`src/rtl/duty_ramp_gen.sv`:
```
// -----------------------------------------------------------------------------
// duty_ramp_gen
//   Duty-cycle source for an 8-bit PWM stage. A target duty is accepted over a
//   valid/ready handshake and the output walks toward it by a fixed step every
//   'rate' clock cycles (soft fade). While breathe_en_i is held high in IDLE the
//   output sweeps a continuous triangle 0..MAX..0. The PWM stage samples
//   dutycycle_o at the start of its own period, so every change shows up on the
//   next PWM period.
//
// Ports
//   clk             system clock, all logic on the rising edge
//   rst             asynchronous, active-high reset
//   target_i        requested duty cycle
//   rate_i          clock cycles per step tick (0 behaves as 1)
//   step_i          duty increment per tick (0 behaves as 1)
//   target_valid_i  target/rate/step are valid this cycle
//   target_ready_o  high in IDLE: a request will be accepted
//   breathe_en_i    level: run the triangle sweep while high
//   dutycycle_o     registered duty cycle to the PWM stage
//   busy_o          high whenever the block is not IDLE
//   done_o          one-cycle pulse when a ramp lands on its target
// -----------------------------------------------------------------------------
module duty_ramp_gen #(
    parameter int WIDTH  = 8,
    parameter int RATE_W = 16
) (
    input  logic              clk,
    input  logic              rst,
    input  logic [WIDTH-1:0]  target_i,
    input  logic [RATE_W-1:0] rate_i,
    input  logic [WIDTH-1:0]  step_i,
    input  logic              target_valid_i,
    output logic              target_ready_o,
    input  logic              breathe_en_i,
    output logic [WIDTH-1:0]  dutycycle_o,
    output logic              busy_o,
    output logic              done_o
);

    localparam logic [WIDTH-1:0]  DUTY_MAX = '1;
    localparam logic [WIDTH-1:0]  STEP_ONE = WIDTH'(1);
    localparam logic [RATE_W-1:0] RATE_ONE = RATE_W'(1);

    typedef enum logic [1:0] {
        IDLE  = 2'd0,
        RAMP  = 2'd1,
        BR_UP = 2'd2,
        BR_DN = 2'd3
    } state_e;

    state_e              state_q, state_d;
    logic [WIDTH-1:0]    duty_q,  duty_d;
    logic [WIDTH-1:0]    tgt_q,   tgt_d;
    logic [WIDTH-1:0]    step_q,  step_d;
    logic [RATE_W-1:0]   rate_q,  rate_d;
    logic [RATE_W-1:0]   cnt_q,   cnt_d;
    logic                done_q,  done_d;

    logic                accept;
    logic                tick;
    logic [RATE_W-1:0]   rate_last;
    logic [WIDTH-1:0]    step_use;
    logic [WIDTH-1:0]    ramp_next;
    logic [WIDTH:0]      br_sum;
    logic [WIDTH-1:0]    br_up_next;
    logic [WIDTH-1:0]    br_dn_next;

    assign accept = target_valid_i && (state_q == IDLE);

    // The latched rate/step are only zero straight out of reset (an accept
    // forces zeros to 1); breathe can run before any accept, so guard here too.
    assign rate_last = (rate_q == '0) ? '0 : rate_q - RATE_ONE;
    assign step_use  = (step_q == '0) ? STEP_ONE : step_q;
    assign tick      = (cnt_q == rate_last);

    // Ramp step toward the target, clamped so it lands exactly on it.
    always_comb begin
        ramp_next = duty_q;
        if (duty_q < tgt_q) begin
            if ((tgt_q - duty_q) <= step_use) ramp_next = tgt_q;
            else                              ramp_next = duty_q + step_use;
        end else if (duty_q > tgt_q) begin
            if ((duty_q - tgt_q) <= step_use) ramp_next = tgt_q;
            else                              ramp_next = duty_q - step_use;
        end
    end

    // Breathe steps saturate at the rails; the extra sum bit catches overflow.
    assign br_sum     = {1'b0, duty_q} + {1'b0, step_use};
    assign br_up_next = br_sum[WIDTH] ? DUTY_MAX : br_sum[WIDTH-1:0];
    assign br_dn_next = (duty_q <= step_use) ? '0 : duty_q - step_use;

    // NOTE: every signal driven here gets a default first so no path leaves it
    // unassigned; otherwise synthesis infers a latch.
    always_comb begin
        state_d = state_q;
        duty_d  = duty_q;
        tgt_d   = tgt_q;
        step_d  = step_q;
        rate_d  = rate_q;
        cnt_d   = tick ? '0 : cnt_q + RATE_ONE;
        done_d  = 1'b0;

        unique case (state_q)
            IDLE: begin
                cnt_d = cnt_q;
                if (accept) begin
                    tgt_d  = target_i;
                    step_d = (step_i == '0) ? STEP_ONE : step_i;
                    rate_d = (rate_i == '0) ? RATE_ONE : rate_i;
                    if (target_i == duty_q) begin
                        done_d = 1'b1;
                    end else begin
                        state_d = RAMP;
                        cnt_d   = '0;
                    end
                end else if (breathe_en_i) begin
                    state_d = BR_UP;
                    cnt_d   = '0;
                end
            end

            RAMP: begin
                if (tick) begin
                    duty_d = ramp_next;
                    if (ramp_next == tgt_q) begin
                        state_d = IDLE;
                        done_d  = 1'b1;
                    end
                end
            end

            BR_UP: begin
                if (!breathe_en_i) begin
                    state_d = IDLE;
                end else if (tick) begin
                    duty_d = br_up_next;
                    if (br_up_next == DUTY_MAX) state_d = BR_DN;
                end
            end

            BR_DN: begin
                if (!breathe_en_i) begin
                    state_d = IDLE;
                end else if (tick) begin
                    duty_d = br_dn_next;
                    if (br_dn_next == '0) state_d = BR_UP;
                end
            end

            default: state_d = IDLE;
        endcase
    end

    // NOTE: sequential state uses non-blocking assignments so every register
    // samples the pre-edge values, independent of statement order.
    always_ff @(posedge clk or posedge rst) begin
        if (rst) begin
            state_q <= IDLE;
            duty_q  <= '0;
            tgt_q   <= '0;
            step_q  <= '0;
            rate_q  <= '0;
            cnt_q   <= '0;
            done_q  <= 1'b0;
        end else begin
            state_q <= state_d;
            duty_q  <= duty_d;
            tgt_q   <= tgt_d;
            step_q  <= step_d;
            rate_q  <= rate_d;
            cnt_q   <= cnt_d;
            done_q  <= done_d;
        end
    end

    assign target_ready_o = (state_q == IDLE);
    assign busy_o         = (state_q != IDLE);
    assign dutycycle_o    = duty_q;
    assign done_o         = done_q;

endmodule
```
`config.mk`:
```
export PLATFORM = sky130hd
export DESIGN_NAME = duty_ramp_gen
export DESIGN_NICKNAME = d
export VERILOG_FILES = /design/src/rtl/duty_ramp_gen.sv
export SDC_FILE = /design/constraint.sdc
export NUM_CORES = 1
export LEC_CHECK = 0
export CAP_MARGIN = 20
export CORE_MARGIN = 4
export CORE_UTILIZATION = 55
export DETAILED_ROUTE_END_ITERATION = 6
export PLACE_DENSITY = 0.85
export SYNTH_ARGS = -nofsm -noshare
export SYNTH_HDL_FRONTEND = slang
export SYNTH_SLANG_ARGS = --single-unit
```
`constraint.sdc`:
```
create_clock -name clk -period 3.8 [get_ports clk]
set_input_delay 0.38 -clock clk [delete_from_list [all_inputs] [get_ports clk]]
set_output_delay 0.38 -clock clk [all_outputs]
set_load 0.005 [all_outputs]
```
# ---- Yosys cells after proc, flatten, opt, wreduce, memory -nomap -nowiden
# Index checks and enable logic that the tools add are counted.
dict set report totals {
  ff_bits 59
  input_bits 36
  output_inout_bits 11
  elab_cells 89
}
dict set report op_classes {
  addsub 7
  magnitude_cmp 5
  eq_ne 19
  muxes 38
  reduce_logical 13
}
# op n
set ops {}
lappend ops {{$mux 16} 7}
lappend ops {{$mux 8} 13}
lappend ops {{$logic_not 16->1} 2}
lappend ops {{$le 8x8->1} 3}
lappend ops {{$logic_not 8->1} 3}
lappend ops {{$pmux 8 s3} 1}
lappend ops {{$sub 8x8->8} 3}
lappend ops {{$mux 2} 11}
lappend ops {{$add 16x1->16 const B} 1}
lappend ops {{$eq 16x16->1} 1}
lappend ops {{$eq 8x8->1} 2}
lappend ops {{$sub 16x1->16 const B} 1}
lappend ops {{$ne 3x3->1 const B} 5}
lappend ops {{$ne 2x2->1 const B} 6}
lappend ops {{$add 8x8->9} 1}
lappend ops {{$add 8x8->8} 1}
lappend ops {{$eq 8x8->1 const B} 1}
lappend ops {{$gt 8x8->1} 1}
lappend ops {{$lt 8x8->1} 1}
lappend ops {{$pmux 2 s4} 1}
lappend ops {{$reduce_and 8->1} 1}
lappend ops {{$reduce_and 6->1} 1}
lappend ops {{$eq 2x2->1 const B} 2}
lappend ops {{$mux 1} 4}
lappend ops {{other kinds (8)} 9}

# ---- Logic depth before layout (Yosys ltp)
dict set report depth {
  word_depth 10
  depth_mapped 20
  ltp_nobuf 19
}

# ---- Worst setup path after synthesis
# Ideal clock, no wire load.
dict set report synth_path {
  kind {register to register}
  start {register duty_q[0], in the netlist dutycycle_o[0]}
  end {register state_q[0]}
  setup_ns 0.124
  arrival_time_ns 4.052
  t_required_ns 3.676
  setup_slack_ns -0.376
  path_stages_with_launch 20
  path_buffers 0
  period_less_slack_ns 4.176
  cell_sequence {dfrtp_1 inv_1 ha_1 inv_1 fa_1 a21o_1 a21oi_1 o21bai_1 a21oi_1 xnor2_1 ha_1 o21ai_0 nor2_1 nor4bb_1 nor3_1 a211oi_1 nor3_1 or4_1 o211ai_1 nand2_1}
}
dict set report synth_via {
  elab_chain_len 8
  word_cells_on_any_way 25
  cone_classes {add/sub: 5; order compare: 5; eq/ne: 7; mux: 6; reduce/logical: 2}
}
# item line
set synth_rtl {}
lappend synth_rtl {{from (decl)} 52} ;# logic [WIDTH-1:0] duty_q, duty_d;
lappend synth_rtl {{from (signal assigned)} 168} ;# duty_q <= duty_d;
lappend synth_rtl {{$sub 8x8->8} 83} ;# if ((duty_q - tgt_q) <= step_use) ramp_next = tgt_q;
lappend synth_rtl {{$le 8x8->1} 83}
lappend synth_rtl {{$mux 8} 83}
lappend synth_rtl {{$mux 8} 82} ;# end else if (duty_q > tgt_q) begin
lappend synth_rtl {{$mux 8} 79} ;# if (duty_q < tgt_q) begin
lappend synth_rtl {{$eq 8x8->1} 126} ;# if (ramp_next == tgt_q) begin
lappend synth_rtl {{$ne 2x2->1 (no source line)} --}
lappend synth_rtl {{$reduce_and 8->1 (no source line) *} --}
lappend synth_rtl {{to (signal assigned)} 167} ;# state_q <= state_d;
lappend synth_rtl {{to (decl)} 51} ;# state_e state_q, state_d;
# Every way passes the cells marked *; elsewhere a longest branch is shown, timed or not.
# A chain may end at the register's enable or synchronous reset.

# ---- Worst setup path after layout
# Same ends and word-level chain as after synthesis.

==> results.cfg <==
[outcome]
status = finished with violations
violations = setup timing

[sta]
hold_viol = 0
fmax_mhz = 249
setup_viol = 6
rsz0062_at_grt = yes
drv_slew = 0
finalCriticalPeriod_ns = 4.02
max-slew-margin-rel_pct = 52.8
setup_tns_ns = -0.553
fin_hold_ws_ns = 0.324
fin_crit_sh_pct = 106
tightestPinTransition_ns = 0.703
fin_skew_ns = 0.0109
worst_slack_ns = -0.221

[critical_path]
r2r_cells = 19
r2r-end = state_q[0]$_DFFE_PP0P_
crit-reg2reg-launch = dutycycle_o[0]$_DFFE_PP0P_
cp_max_fo = 3
required_ns = 4.04
cp-end-kind = flip-flop
startpoint_type = flip-flop
crit_type = flip-flop to flip-flop
reg2reg_slack_ns = -0.22
arrival_ns = 4.26

[die]
die_w_um = 113
pin_count = 47
start_util_pct = 56.0
coreArea_um2 = 10800
die_h_um = 113
row_count = 38
fp.dieArea_um2 = 12800

[cells_and_area]
fill_cells = 838
seq_area_um2 = 1480
layout-drive-gt1-share_pct = 21.6
syn_to_final_growth_pct = 26.3
nNetsFinal = 956
final_cells = 1011
final_area_um2 = 7670
multiInputGateArea_um2 = 4500
diodes = 0

[global_routing]
grt_pass1_vias = 6286
grt_pass1_wl_um = 32900
gr-total-overflow = 0
grt_max_degree = 55
grtUsageTotal_pct = 32.4
grt_antenna_before_repair = 0

[detailed_routing]
via_per_inst = 6.42
firstDrtPassIters = 6
ant_nets = 0
routedWlPerCell_um = 20.3
drc = 0
num_vias = 6494
routed_wirelength_um = 20500
drt_iter0_markers = 788

[power_and_ir_drop]
sw_frac_of_total_pct = 49.5
seq_power_share_pct = 15.0
leakagePower_nw = 3.22
comb_power_share_pct = 78.1
p_per_area_nw_per_um2 = 986
ir_worst_vdd_uv = 710
internal-power_mw = 3.82
total_power_mw = 7.56
p_switching_mw = 3.74
clockPowerShare_pct = 6.9

[yosys]
syn_area_um2 = 6070
synth_seq_cells = 59
synth_nets = 849
netlist_instances = 760
synth_area_per_cell_um2 = 7.99
ys_warn_count = 0
ys_seq_area_share_pct = 24.3
synthFlopType = dfrtp_1
synthArstFlopShare_pct = 100
synth_cell_types = 76
synth_edf_count = 0

[cts]
numCtsBuffers = 9
cts_sinks = 59
clk_pin_slew_worst_paths_ns = 0.08
htreeDepth = 3
ctsHoldBuffers = 0
cts_root_buf = clkbuf_8
insertion_delay_ns = 0.35
cts_tree = yes
clockBufferDepth = 2

[placed_design]
hpwl_um = 15500
dp_cells = 988
placed_area_um2 = 7230
globalplace.congestion = 0.986
portBuffers = 46

[min_path]
hold_path_class = input port to asynchronous set/reset pin

[run]
max_cap_violations = 0
==> how the worst max path moves through the flow <==
| stage | from | to | depth (start not counted) | slack, ns |
|---|---|---|---|---|
| after global routing | dutycycle_o[0]$_DFFE_PP0P_ | state_q[0]$_DFFE_PP0P_ | 19 | -0.45 |
| after detailed placement | dutycycle_o[0]$_DFFE_PP0P_ | state_q[0]$_DFFE_PP0P_ | 19 | -0.23 |
| final | dutycycle_o[0]$_DFFE_PP0P_ | state_q[0]$_DFFE_PP0P_ | 19 | -0.22 |
| after CTS | dutycycle_o[0]$_DFFE_PP0P_ | state_q[0]$_DFFE_PP0P_ | 19 | -0.15 |
| after global placement | dutycycle_o[0]$_DFFE_PP0P_ | state_q[0]$_DFFE_PP0P_ | 19 | -0.08 |
| after floorplan | dutycycle_o[0]$_DFFE_PP0P_ | state_q[0]$_DFFE_PP0P_ | 19 | 0.009 |
==> logic make-up (layout without fill, tap and decap cells) <==
logic type	count (synthesis)	in the layout	share of synthesized area (%)
AOI/OAI and AO/OA	222	222	23.3
xor gates and xnor gates	51	51	7.35
adders and majority gates	53	53	11.4
buffers and inverters	89	200	5.66
DFF	59	59	24.3
muxes	32	32	5.69
and+or+nand+nor	254	254	22.3
==> layout make-up <==
type	count	area share (%)
multi-input cells	612	58.6
flip-flops and latches	59	19.3
repair buffers	134	15.1
inverters	51	2.50
well taps	140	2.28
clock buffers	10	1.79
clock inverters	5	0.392
==> what timing repair did <==
| action | 4_1_cts | 5_1_grt |
|---|---|---|
| endpoints found under the setup margin | 6 | 13 |
| resized for setup | 10 | 47 |
| pin swaps | 3 | 19 |
| buffers inserted | 3 | 4 |
==> critical path: stages, from the launching register on <==
cell and delay [ns]:
dfrtp_2 0.42, inv_2 0.09, ha_4 0.13, inv_2 0.04
fa_2 0.34, a21o_1 0.17, a21oi_2 0.14, o21bai_1 0.08
a21oi_1 0.16, xnor2_1 0.10, ha_2 0.35, and4_4 0.22
nand4_1 0.17, o31a_1 0.19, a211oi_2 0.21, a211oi_2 0.09
and3_2 0.22, or4_4 0.52, o211ai_1 0.18, nand2_1 0.06
==> power groups by stage <==
stage                     clock network, mW  registers, mW  logic, mW
after global routing                  0.551           1.17       6.39
after CTS                             0.524           1.11       5.38
after global placement                    0           1.10       5.05
final                                 0.520           1.13       5.91
after floorplan                           0           1.03       3.44
after detailed placement                  0           1.12       5.20
==> synth_stat cells (3+ instances only) <==
library cell  number  area share (%)
a2111oi_0          7             1.0
a211o_1            4            0.58
a211oi_1          15             1.9
a21o_1             5            0.62
a21oi_1           40             3.3
a221oi_1           3            0.43
a22o_1             4            0.58
a311oi_1           4            0.58
and2_1             4            0.41
and3_1            12             1.2
clkbuf_1          34             2.1
dfrtp_1           59              24
fa_1               4             1.3
ha_1              49              10
inv_1             51             3.2
mux2_2            20             3.7
mux2i_1           12             2.0
nand2_1           66             4.1
nand2b_1          11             1.1
nand3_1           15             1.2
nand3b_1           6            0.74
nand4_1           11             1.1
nor2_1            52             3.2
nor2b_1            6            0.62
nor3_1            25             2.1
nor3b_1            4            0.49
nor4_1            10             1.0
o211ai_1          10             1.2
o21a_1             3            0.37
o21ai_0           85             7.0
o21bai_1           5            0.62
o221ai_1           6            0.87
o22ai_1            3            0.31
o31ai_1            4            0.49
or2_2              4            0.41
or3_1              4            0.41
or4_1              3            0.37
xnor2_1           36             5.2
xor2_1            15             2.2
==> flip-flops by register name, indices dropped and copies added (netlist names) <==
| signal | cells |
|---|---|
| done_o | 1 |
| dutycycle_o | 8 |
| state_q | 2 |
| cnt_q | 16 |
| tgt_q | 8 |
| rate_q | 16 |
| step_q | 8 |
==> metrics by stage <==
stage	setup WS [ns]	util (%)
finish	-0.221	70.8
global route	-0.450	70.8
CTS	-0.149	68.8
detailed placement	-0.229	66.7
global placement	-0.0754	66.7
floorplan	0.00902	-
==> layer usage <==
metal	track usage [%]	up-vias	wire, um
met2	48.6	356	8850
met1	46.4	3098	8890
li1	-	2985	-
met3	6.20	55	2100
met4	12.1	0	636
met5	0	-	0
==> placed cells by master, fill, tap and decap left out, drive strengths merged, types with 13 or more instances in the layout <==
master / instances
and3: 13
inv: 51
xor2: 15
mux2: 20
clkdlybuf4s50: 46
nor3: 25
o21ai: 86
dfrtp: 59
nor2: 52
nand3: 15
xnor2: 36
a211oi: 15
a21oi: 41
buf: 88
ha: 49
nand2: 66
Note: power is estimated with default switching activity, not from simulation.
